## src/rtl/sipo_word_deserializer_pkg.sv

```systemverilog
// +----------------------------------------------------------------------------+
// | Module : sipo_pkg                                                          |
// | Desc   : Shared types, constants and helpers for the SIPO word deserializer|
// | Rev    : 1.0  initial release                                              |
// +----------------------------------------------------------------------------+
`default_nettype none

package sipo_pkg;

  localparam int DEFAULT_WIDTH = 8;

  typedef enum logic {
    ST_EMPTY = 1'b0,
    ST_FULL  = 1'b1
  } buf_state_t;

  function automatic int CNT_W(input int width);
    return $clog2(width);
  endfunction

endpackage

`default_nettype wire

```

## src/rtl/sipo_word_deserializer_if.sv

```systemverilog
// +----------------------------------------------------------------------------+
// | Module : sipo_word_deserializer_if                                         |
// | Desc   : Serial input side and word valid/ready side of the deserializer   |
// | Rev    : 1.0  initial release                                              |
// +----------------------------------------------------------------------------+
`default_nettype none

interface sipo_word_deserializer_if #(
  parameter int WIDTH = sipo_pkg::DEFAULT_WIDTH
);
  import sipo_pkg::*;

  logic                      bit_in;
  logic                      bit_valid;
  logic                      clear;
  logic                      word_ready;
  logic [WIDTH-1:0]          word_out;
  logic                      word_valid;
  logic [CNT_W(WIDTH)-1:0]   bit_count;
  logic                      overflow;

  modport master (
    output bit_in, bit_valid, clear, word_ready,
    input  word_out, word_valid, bit_count, overflow
  );

  modport slave (
    input  bit_in, bit_valid, clear, word_ready,
    output word_out, word_valid, bit_count, overflow
  );

endinterface

`default_nettype wire

```

## src/rtl/sipo_word_deserializer_out_buf.sv

```systemverilog
// +----------------------------------------------------------------------------+
// | Module : sipo_out_buf                                                      |
// | Desc   : 1-entry output word buffer with valid/ready and sticky overflow   |
// | Rev    : 1.0  initial release                                              |
// +----------------------------------------------------------------------------+
`default_nettype none

module sipo_out_buf
  import sipo_pkg::*;
#(
  parameter int WIDTH = DEFAULT_WIDTH
) (
  input  logic             clk,
  input  logic             reset,
  input  logic [WIDTH-1:0] load_word,
  input  logic             load_strobe,
  input  logic             word_ready,
  input  logic             clear,
  output logic [WIDTH-1:0] word_out,
  output logic             word_valid,
  output logic             overflow
);

  buf_state_t       r_state, w_state_nxt;
  logic [WIDTH-1:0] r_word,  w_word_nxt;
  logic             r_ovf,   w_ovf_nxt;

  always_ff @(posedge clk or posedge reset) begin
    if (reset) begin
      r_state <= ST_EMPTY;
      r_word  <= '0;
      r_ovf   <= 1'b0;
    end else begin
      r_state <= w_state_nxt;
      r_word  <= w_word_nxt;
      r_ovf   <= w_ovf_nxt;
    end
  end

  always_comb begin
    w_state_nxt = r_state;
    w_word_nxt  = r_word;
    w_ovf_nxt   = r_ovf;
    if (clear) begin
      w_state_nxt = ST_EMPTY;
      w_ovf_nxt   = 1'b0;
    end else begin
      unique case (r_state)
        ST_EMPTY: begin
          if (load_strobe) begin
            w_word_nxt  = load_word;
            w_state_nxt = ST_FULL;
          end
        end
        ST_FULL: begin
          // A word completing while the consumer drains replaces it in place.
          if (load_strobe) begin
            if (word_ready) w_word_nxt = load_word;
            else            w_ovf_nxt  = 1'b1;
          end else if (word_ready) begin
            w_state_nxt = ST_EMPTY;
          end
        end
        default: w_state_nxt = ST_EMPTY;
      endcase
    end
  end

  assign word_out   = r_word;
  assign word_valid = (r_state == ST_FULL);
  assign overflow   = r_ovf;

endmodule

`default_nettype wire

```

## src/rtl/sipo_word_deserializer.sv

```systemverilog
// +----------------------------------------------------------------------------+
// | Module : sipo_word_deserializer                                            |
// | Desc   : Assembles a serial bit stream into WIDTH-bit words                |
// | Rev    : 1.0  initial release                                              |
// +----------------------------------------------------------------------------+
`default_nettype none

module sipo_word_deserializer
  import sipo_pkg::*;
#(
  parameter int WIDTH     = DEFAULT_WIDTH,
  parameter bit MSB_FIRST = 1'b1
) (
  input  logic                     clk,
  input  logic                     reset,
  sipo_word_deserializer_if.slave  bus
);

  localparam int            CW   = CNT_W(WIDTH);
  localparam logic [CW-1:0] LAST = CW'(WIDTH - 1);

  logic [WIDTH-1:0] r_sr;
  logic [WIDTH-1:0] w_sr_nxt;
  logic [CW-1:0]    r_cnt;
  logic             w_take;
  logic             w_done;

  assign w_take = bus.bit_valid & ~bus.clear;
  assign w_done = w_take && (r_cnt == LAST);

  generate
    if (MSB_FIRST) begin : g_msb_first
      assign w_sr_nxt = {r_sr[WIDTH-2:0], bus.bit_in};
    end else begin : g_lsb_first
      assign w_sr_nxt = {bus.bit_in, r_sr[WIDTH-1:1]};
    end
  endgenerate

  always_ff @(posedge clk or posedge reset) begin
    if (reset) begin
      r_sr  <= '0;
      r_cnt <= '0;
    end else if (bus.clear) begin
      r_sr  <= '0;
      r_cnt <= '0;
    end else if (bus.bit_valid) begin
      r_sr  <= w_sr_nxt;
      r_cnt <= w_done ? '0 : r_cnt + 1'b1;
    end
  end

  assign bus.bit_count = r_cnt;

  // The completed word is the shifted value, so the last bit is included.
  sipo_out_buf #(
    .WIDTH (WIDTH)
  ) u_out_buf (
    .clk         (clk),
    .reset       (reset),
    .load_word   (w_sr_nxt),
    .load_strobe (w_done),
    .word_ready  (bus.word_ready),
    .clear       (bus.clear),
    .word_out    (bus.word_out),
    .word_valid  (bus.word_valid),
    .overflow    (bus.overflow)
  );

endmodule

`default_nettype wire
```

## src/flat_wrapper.sv

```systemverilog
// flat-port wrapper written by rule: the top's interface ports become plain ports
module sipo_word_deserializer_flat import sipo_pkg::*;
#(
  parameter int WIDTH     = DEFAULT_WIDTH,
  parameter bit MSB_FIRST = 1'b1
)
  (clk, reset, bus_bit_in, bus_bit_valid, bus_clear, bus_word_ready, bus_word_out, bus_word_valid, bus_bit_count, bus_overflow);
  sipo_word_deserializer_if #(.WIDTH(WIDTH)) bus_i ();
  input  logic clk;
  input  logic reset;
  input wire logic [$bits(bus_i.bit_in)-1:0] bus_bit_in;
  input wire logic [$bits(bus_i.bit_valid)-1:0] bus_bit_valid;
  input wire logic [$bits(bus_i.clear)-1:0] bus_clear;
  input wire logic [$bits(bus_i.word_ready)-1:0] bus_word_ready;
  output wire logic [$bits(bus_i.word_out)-1:0] bus_word_out;
  output wire logic [$bits(bus_i.word_valid)-1:0] bus_word_valid;
  output wire logic [$bits(bus_i.bit_count)-1:0] bus_bit_count;
  output wire logic [$bits(bus_i.overflow)-1:0] bus_overflow;
  assign bus_i.bit_in = bus_bit_in;
  assign bus_i.bit_valid = bus_bit_valid;
  assign bus_i.clear = bus_clear;
  assign bus_i.word_ready = bus_word_ready;
  assign bus_word_out = bus_i.word_out;
  assign bus_word_valid = bus_i.word_valid;
  assign bus_bit_count = bus_i.bit_count;
  assign bus_overflow = bus_i.overflow;
  sipo_word_deserializer #(.WIDTH(WIDTH), .MSB_FIRST(MSB_FIRST)) u_core (.clk(clk), .reset(reset), .bus(bus_i));
endmodule
```

## config.mk

```make
export PLATFORM = sky130hd
export DESIGN_NAME = sipo_word_deserializer_flat
export DESIGN_NICKNAME = d
export VERILOG_FILES = /design/src/rtl/sipo_word_deserializer_pkg.sv /design/src/rtl/sipo_word_deserializer_if.sv /design/src/rtl/sipo_word_deserializer_out_buf.sv /design/src/rtl/sipo_word_deserializer.sv /design/src/flat_wrapper.sv
export SDC_FILE = /design/constraint.sdc
export NUM_CORES = 1
export LEC_CHECK = 0
export ABC_CLOCK_PERIOD_IN_PS = 2400
export CAP_MARGIN = 10
export CORE_UTILIZATION = 47
export DETAILED_ROUTE_END_ITERATION = 8
export PLACE_DENSITY_LB_ADDON = 0.15
export SLEW_MARGIN = 10
export SYNTH_ARGS = -nofsm -noshare
export SYNTH_HDL_FRONTEND = slang
export SYNTH_SLANG_ARGS = --single-unit
```

## constraint.sdc

```tcl
create_clock -name clk -period 2.4 [get_ports clk]
set_clock_uncertainty 0.05 [all_clocks]
set_input_delay 0.48 -clock clk [delete_from_list [all_inputs] [get_ports clk]]
set_output_delay 0.48 -clock clk [all_outputs]
set_load 0.01 [all_outputs]
```

# ---- Word-level counts from Yosys, hierarchy flattened
# Cells that the tools add are included.
dict set report word_totals {
  register_bits 20
  inputBits 6
  wordCells 38
}
dict set report classes {
  add_sub_neg 1
  eq_ne 5
  mux 18
  bitwise_logic 3
  n_reduce_logical 6
}
# op n
set op_table {}
lappend op_table {{$mux W8} 3}
lappend op_table {{$pmux W8 S2} 1}
lappend op_table {{$mux W7} 2}
lappend op_table {{$mux W3} 3}
lappend op_table {{$mux W1} 8}
lappend op_table {{$reduce_bool A2 Y1} 3}
lappend op_table {{$ne A2 B1 Y1 const B} 2}
lappend op_table {{$ne A2 B2 Y1 const B} 2}
lappend op_table {{$reduce_and A4 Y1} 1}
lappend op_table {{$add A3 B1 Y3 const B} 1}
lappend op_table {{$eq A3 B3 Y1 const B} 1}
lappend op_table {{$reduce_and A3 Y1} 1}
lappend op_table {{$not A1 Y1} 2}
lappend op_table {{$pmux W1 S2} 1}
lappend op_table {{$and A1 B1 Y1} 1}
lappend op_table {{$logic_and A1 B1 Y1} 1}

# ---- Logic depth before layout (Yosys ltp)
# Gate-level depths: netlist (run 1).
dict set report logic_depth {
  ltp_word 6
  mapped_depth 5
}

# ---- By module
# A second synthesis (run 1) with hierarchy kept.
dict set report hier_totals {
  hier_cells 64
  hier_area_um2 839.6
}
# module n_inst cells_each area_each_um2 seq_area_each_um2
set modules_own_cells {}
lappend modules_own_cells {sipo_word_deserializer 1 39 446.7 250.2}
lappend modules_own_cells {sipo_out_buf 1 25 392.9 250.2}

# ---- Worst setup path before layout (run 1)
# Ideal clock, no wire load.
dict set report synth_path {
  path_type {reg-to-reg}
  startpoint {register u_core.r_cnt[0] (netlist: u_core.bus.bit_count[0])}
  endpoint {register u_core.u_out_buf.r_word[0] (netlist: u_core.u_out_buf.word_out[0])}
  setup_time_ns 0.125
  t_arrival_ns 1.539
  path_slack_ns 0.686
  stages_incl_launch_ff 6
  n_path_buf 0
  path_cell_list {dfrtp_1 ha_1 ha_1 nand2_1 nor3_4 mux2_2}
}
dict set report synth_via {
  elab_chain_len 4
  word_cells_on_any_way 5
  classes_between {3 x eq/ne; 2 x reduce/logical}
}
# item line_no
set synth_rtl {}
lappend synth_rtl {{start: declaration} sipo_word_deserializer.sv:24} ;# logic [CW-1:0] r_cnt;
lappend synth_rtl {{start signal: assignment} sipo_word_deserializer.sv:48} ;# r_cnt <= w_done ? '0 : r_cnt + 1'b1;
lappend synth_rtl {{$eq A3 B3 Y1 (*)} sipo_word_deserializer.sv:29} ;# assign w_done = w_take && (r_cnt == LAST);
lappend synth_rtl {{$logic_and A1 B1 Y1 (*)} sipo_word_deserializer.sv:29}
lappend synth_rtl {{$ne A2 B1 Y1 (no source line)} n/a}
lappend synth_rtl {{$reduce_and A4 Y1 (no source line) (*)} n/a}
lappend synth_rtl {{end signal: assignment} sipo_word_deserializer_out_buf.sv:35} ;# r_word <= w_word_nxt;
lappend synth_rtl {{end: declaration} sipo_word_deserializer_out_buf.sv:25} ;# logic [WIDTH-1:0] r_word, w_word_nxt;
# Every way passes the cells marked *; elsewhere a longest branch is shown, timed or not.
# A chain may end at the register's enable or synchronous reset.

# ---- Final worst setup path (run 1)
dict set report layout_path {
  startpoint {register u_core.r_cnt[0] (netlist: u_core.bus.bit_count[0])}
  endpoint {register u_core.u_out_buf.r_word[6] (netlist: u_core.u_out_buf.word_out[6])}
}
# Same word-level chain as after synthesis.

==> results of run 1 <==
==> state kept, by name (all words and copies together), names as in the netlist <==
name	count
u_core.r_sr	7
u_core.u_out_buf.word_valid	1
u_core.u_out_buf.word_out	8
u_core.bus.bit_count	3
u_core.u_out_buf.overflow	1
==> cells in the mapped netlist, drive strengths merged (2+ instances only) <==
cell type and n:
a21oi 2, buf 2, dfrtp 20, ha 2
mux2 8, mux2i 9, nor2 12
==> worst max-delay path: cells and delay by family (launching register included) <==
kind / cells / cell delay, ns
DFF: 1 / 0.41
and+or+nand+nor: 2 / 0.51
adders and majority gates: 2 / 0.41
muxes: 1 / 0.38
==> layer usage <==
| layer | wire length, µm | part of all wire |
|---|---|---|
| met1 | 623 | 0.43 |
| met2 | 731 | 0.51 |
| met3 | 68 | 0.047 |
| met4 | 16 | 0.011 |
| met5 | 0 | 0 |
==> per-stage QoR <==
stage / std cells / util / power (W) / cell area (µm²) / setup WS [ns]
after CTS: 100 / 0.684 / 0.000671 / 1080 / 0.474
after detailed placement: 96 / 0.651 / 0.000400 / 1030 / 0.355
after global routing: 100 / 0.684 / 0.000691 / 1080 / 0.364
after global placement: 96 / 0.651 / 0.000398 / 1030 / 0.386
final: 100 / 0.684 / 0.000665 / 1080 / 0.517
after floorplan: 63 / - / 0.000377 / 827 / 0.686
==> where the power goes <==
group          switching (W)  internal, W  total (W)
registers         0.00000443     0.000342   0.000346
logic              0.0000232    0.0000227  0.0000459
clock network       0.000104     0.000169   0.000273
total               0.000131     0.000533   0.000665
==> cell families (layout without fill, tap and decap cells) <==
logic type / count (synthesis) / in the layout / synth area share
buf+inv: 4 / 25 / 0.0242
flops: 20 / 20 / 0.605
fa+ha+maj: 2 / 2 / 0.0303
mux: 17 / 17 / 0.218
compound gates: 3 / 3 / 0.0197
simple gates: 17 / 17 / 0.103
==> layout make-up <==
| cell class | instances | area share |
|---|---|---|
| Sequential cell | 20 | 0.464 |
| Tap cell | 16 | 0.0186 |
| Inverter | 1 | 0.00348 |
| Clock inverter | 1 | 0.0278 |
| Clock buffer | 3 | 0.0209 |
| Multi-Input combinational cell | 39 | 0.284 |
| Timing Repair Buffer | 20 | 0.181 |
==> path summary, 6_finish.rpt <==
| check | cells after the start | end | start |
|---|---|---|---|
| worst min register to register | 1 | u_core.u_out_buf.word_out[7] | u_core.r_sr[6] |
| min in group asynchronous | 2 | u_core.u_out_buf.word_valid | reset |
| worst min-delay path | 1 | u_core.u_out_buf.word_out[7] | u_core.r_sr[6] |
| worst max-delay path | 5 | u_core.u_out_buf.word_out[6] | u_core.bus.bit_count[0] |
| worst max register to register | 5 | u_core.u_out_buf.word_out[6] | u_core.bus.bit_count[0] |
| max in group asynchronous | 2 | u_core.u_out_buf.word_out[5] | reset |
==> summary.md, run 1 <==
| Metric | Value |
|---|---|
| Fmax | about 0.53 GHz |
| CTS resizes | 0 |
| Sequential area share after synthesis | 0.605 |
| HP Class | reg -> reg |
| Cells after Synth | between 60 and 70 |
| Yosys reg bits | 20 |
| Status | finished with violations |
| Commonest non-fill, non-tap cells in the layout | dfrtp_1 (20), clkdlybuf4s50_1 (18), nor2_1 (12) |
| DRT Wirelength | about 1400 µm |
| PwrDens | 616 nW/µm² |
| H-Tree Level Count | 1 |
| Clock transition at path regs | around 0.12 ns |
| Slew headroom | 0.515 |
| CP Data Required Time | about 2.5 ns |
| Input/output buffers | 18 |
| Yosys top cell by area | dfrtp_1 |
| Die span in x | 44.0 µm |
| CP startpoint kind | register |
| Netlist cell types | 17 |
| Worst Tran Pin Value | 0.727 ns |
| Area share of the largest cell type after synthesis | 0.605 |
| Met3 GRT Util | 0.0417 |
| WS Path Type | reg -> reg |
| Vias per inst | about 5.4 |
| Gpl congestion | 0.694 |
| Hpwl dp | 974 µm |
| Post-synth ARST share | 1.00 |
| Slew Viols, Final | 0 |
| I/O pin count | 19 |
| # nets final | 93 |
| EDFF count, synth | 0 |
| Largest net degree at the start of global routing | 21 |
| Number of DRC markers in iteration 0 | 7 |
| First-pass GRT wire length | ~2500 µm |
| Syn_nets | 71 |
| Slowest cell on crit path | dfrtp_1 |
| Max Cap Viol | 0 |
| Commonest non-fill, non-tap cell in the layout | dfrtp_1 |
| Die area | 1930 µm² |
| Post-DRT Antenna Nets | 0 |
| Met2 usage | 0.322 |
| Post-Synthesis Mean Instance Area | ~13 µm² |
| Diodes inserted | 0 |
| Clock Tree Root | clkbuf_4 |
| Final hold vios | 0 |
| CTS Buf Count | 3 |
| Multi-input gate area | approximately 300 µm² |
| Max VDD drop | 0.000440 V |
| Hold WS | 0.453 ns |
| Period utilization | 0.785 |
| Sink Count | 20 |
| Layout cells sized above 1 | 0.155 |
| CTS Hold Bufs | 0 |
| Starting Density | 0.525 |
| Tot GR Track Use | 0.181 |
| Synth area leaders | dfrtp_1 (61%), mux2i_1 (11%), mux2_2 (8.2%) |
| Initial antenna violation count | 0 |
| Crit path DAT | just over 2 ns |
| CP max FO | 8 |
| Clk_lat worst skew | roughly 0.3 ns |
| YS warnings | 0 |
| Sum Neg Setup Slack | 0 ns |
| Register Area | roughly 500 µm² |
| Global routing met1 resource utilization | 0.217 |
| CP peak stage delay | between 0.4 and 0.5 ns |
| R2r setup slk | ~0.52 ns |
| RSZ-0062 raised after global routing | false |
| GR Overflow Total | 0 |
| CTS tree | built |
| Final setup viols | 0 |
| Crit-path cells | ha_1, ha_1, nand2_1, nor3_4, mux2_2 |
| Most frequent CP cell | ha_1 |
| First-pass detailed-route iteration total | 5 |
| Layer with the highest usage | met2 |
| Synthesized area | 827 µm² |
| P_leak | between 0.5 and 0.6 nW |
| DR WL/cell | 14.4 µm |
| Row Count | 14 |
| Violated checks | DRC |
| Vias in the first global route | roughly 570 |
| Vias | 540 |
| CTS Buffer Depth | 2 |
| Minimum clock period | 1.88 ns |
| Ys flop type | dfrtp_1 |
| Area Growth Syn to Fin | 30.4% |
| Setup repair bufs after CTS | 0 |
| Filler Cell Count | roughly 120 |
| Die Y-Extent | between 40 and 50 µm |
| Number of remaining DRC errors | 4 |
| Core area | approximately 1600 µm² |
| Element type at the critical path end | register |
Power figures use the tool's default switching activity.
==> run 2: changes to the inputs <==
Settings changed: ABC_CLOCK_PERIOD_IN_PS 2400 to 1700, CORE_UTILIZATION 47 to 42.
Clock period 2.4 ns to 1.7 ns, I/O delays scaled along.
==> run 2 against run 1 <==
Compared with the run above: the flow now finishes without violations; worst hold slack got worse by 0.15 ns; final area is 6.8% higher; power rose by 24%; via count grew 3.0%; register-to-register slack worse by 0.46 ns; clock power is 3% lower.
==> summary.md, run 2 (synthesis gave the netlist of run 1 again) <==
| Metric | Value |
|---|---|
| Status | completed |
| Vias per inst | 4.83 |
| Final setup viols | 0 |
| Area Growth Syn to Fin | 39.3% |
| Metal2 WL | a little under 700 µm |
| H-Tree Level Count | 1 |
| P_leak | approximately 0.57 nW |
| Max reg flops | 8 |
| Commonest non-fill, non-tap cells in the layout | dfrtp_1 (20), clkdlybuf4s50_1 (17), nor2_1 (12) |
| PwrDens | between 700 and 800 nW/µm² |
| HP Class | in -> async |
| Starting Density | 0.464 |
| DR WL/cell | 12.2 µm |
| Diodes inserted | 0 |
| CP max FO | 3 |
| Clock transition at path regs | about 0.10 ns |
| Final non-filler cell total | roughly 120 |
| Final hold vios | 0 |
| CTS tree | built |
| Minimum clock period | approximately 1.7 ns |
| Number of remaining DRC errors | 0 |
| First-pass detailed-route iteration total | 4 |
| Die area | 2150 µm² |
| Largest net degree at the start of global routing | 21 |
| Row Count | 15 |
| Slowest cell on crit path | clkdlybuf4s50_1 |
| Die Y-Extent | 46.4 µm |
| CTS Buf Count | 3 |
| CP top delay family | buffers and inverters |
| Max VDD drop | roughly 0.00078 V |
| Commonest non-fill, non-tap cell in the layout | dfrtp_1 |
| First-pass GRT wire length | approximately 2300 µm |
| Hpwl dp | just over 1000 µm |
| CP startpoint kind | register |
| Input/output buffers | 18 |
| Critical path origin | u_core.bus.bit_count[2] |
| Layout cells sized above 1 | 0.244 |
| Number of DRC markers in iteration 0 | 2 |
| CP peak stage delay | 0.57 ns |
| Buf/Inv on CP | 1 |
| Post-DRT Antenna Nets | 0 |
| DRT Wirelength | roughly 1400 µm |
| Crit-path cells | clkdlybuf4s50_1 |
| DR top layer | met4 |
| Core area | between 1500 and 2000 µm² |
| Vias | approximately 560 |
| Tot GR Track Use | 0.167 |
| Period utilization | 0.977 |
| Slew headroom | 0.811 |
| RR Startpoint | u_core.bus.bit_count[1] |
| GR Overflow Total | 0 |
| Element type at the critical path end | primary output |
| Fmax | 0.602 GHz |
| Filler Cell Count | about 150 |
| Final Util | 0.646 |
| Met3 wire length | slightly above 80 µm |
| RSZ-0062 raised after global routing | true |
| I/O pin count | 19 |
| Die span in x | roughly 46 µm |
| Slew Viols, Final | 0 |
| WS Path Type | reg -> out |
| Max Cap Viol | 0 |
| Worst Tran Pin Value | 0.283 ns |
| CTS Hold Bufs | 0 |
| Crit path DAT | around 1.3 ns |
| Gpl congestion | between 0.6 and 0.7 |
| Clk_lat worst skew | around 0.3 ns |
| CP Data Required Time | between 1 and 1.5 ns |
| # nets final | between 90 and 100 |
| Met1 wire length | a little over 600 µm |
| Vias in the first global route | 515 |
| Dpl cells | 110 |
| Clock Tree Root | clkbuf_4 |
| CTS Buffer Depth | 2 |
| Initial antenna violation count | 0 |
| Sink Count | 20 |
==> run 2: layout make-up <==
cell class	instances	area, µm²	area share
inverters	1	3.75	0.00326
flip-flops and latches	20	500	0.434
well taps	25	31.3	0.0271
clock buffers	4	36.3	0.0315
multi-input cells	39	329	0.286
repair buffers	26	251	0.218
==> run 2: final timing paths <==
check / end / depth (start not counted) / slack [ns]
min: u_core.u_out_buf.word_out[2] / 3 / 0.30
max in group asynchronous: u_core.u_out_buf.word_out[4] / 3 / 1.10
min in group clk: u_core.u_out_buf.word_out[5] / 1 / 0.45
max reg2reg: u_core.u_out_buf.word_out[6] / 6 / 0.06
min reg2reg: u_core.u_out_buf.word_out[5] / 1 / 0.45
max: bus_bit_count[2] / 1 / 0.04
==> run 2: timing repair <==
action / 4_1_cts / 5_1_grt
gates cloned: 0 / 0
setup endpoints to repair: 1 / 8
pin swaps: 0 / 2
gates resized for setup: 1 / 4
buffers inserted: 0 / 1
==> run 2: stage by stage <==
step                cell area (µm²)  TNS [ns]  setup slack, ns  power, W  hold slack (ns)
floorplan                       830  -0.00742         -0.00134  0.000533            0.254
global placement               1090    -0.402          -0.0572  0.000568            0.416
detailed placement             1090    -0.506          -0.0722  0.000569            0.428
CTS                            1120         0           0.0190  0.000839            0.302
global route                   1150   -0.0233         -0.00869  0.000868            0.319
finish                         1150         0           0.0386  0.000824            0.299
==> run 2: per-layer routing <==
metal | vias to the layer above | track usage
met2 | 16 | 0.239
met5 | - | 0
met1 | 266 | 0.205
li1 | 270 | -
met3 | 4 | 0.0706
met4 | 0 | 0.106
==> run 2: power breakdown <==
part / switching, W / leakage (nW) / internal (W)
logic: 0.0000354 / 0.268 / 0.0000363
clock network: 0.000134 / 0.0210 / 0.000131
registers: 0.00000534 / 0.277 / 0.000483
total: 0.000174 / 0.566 / 0.000650
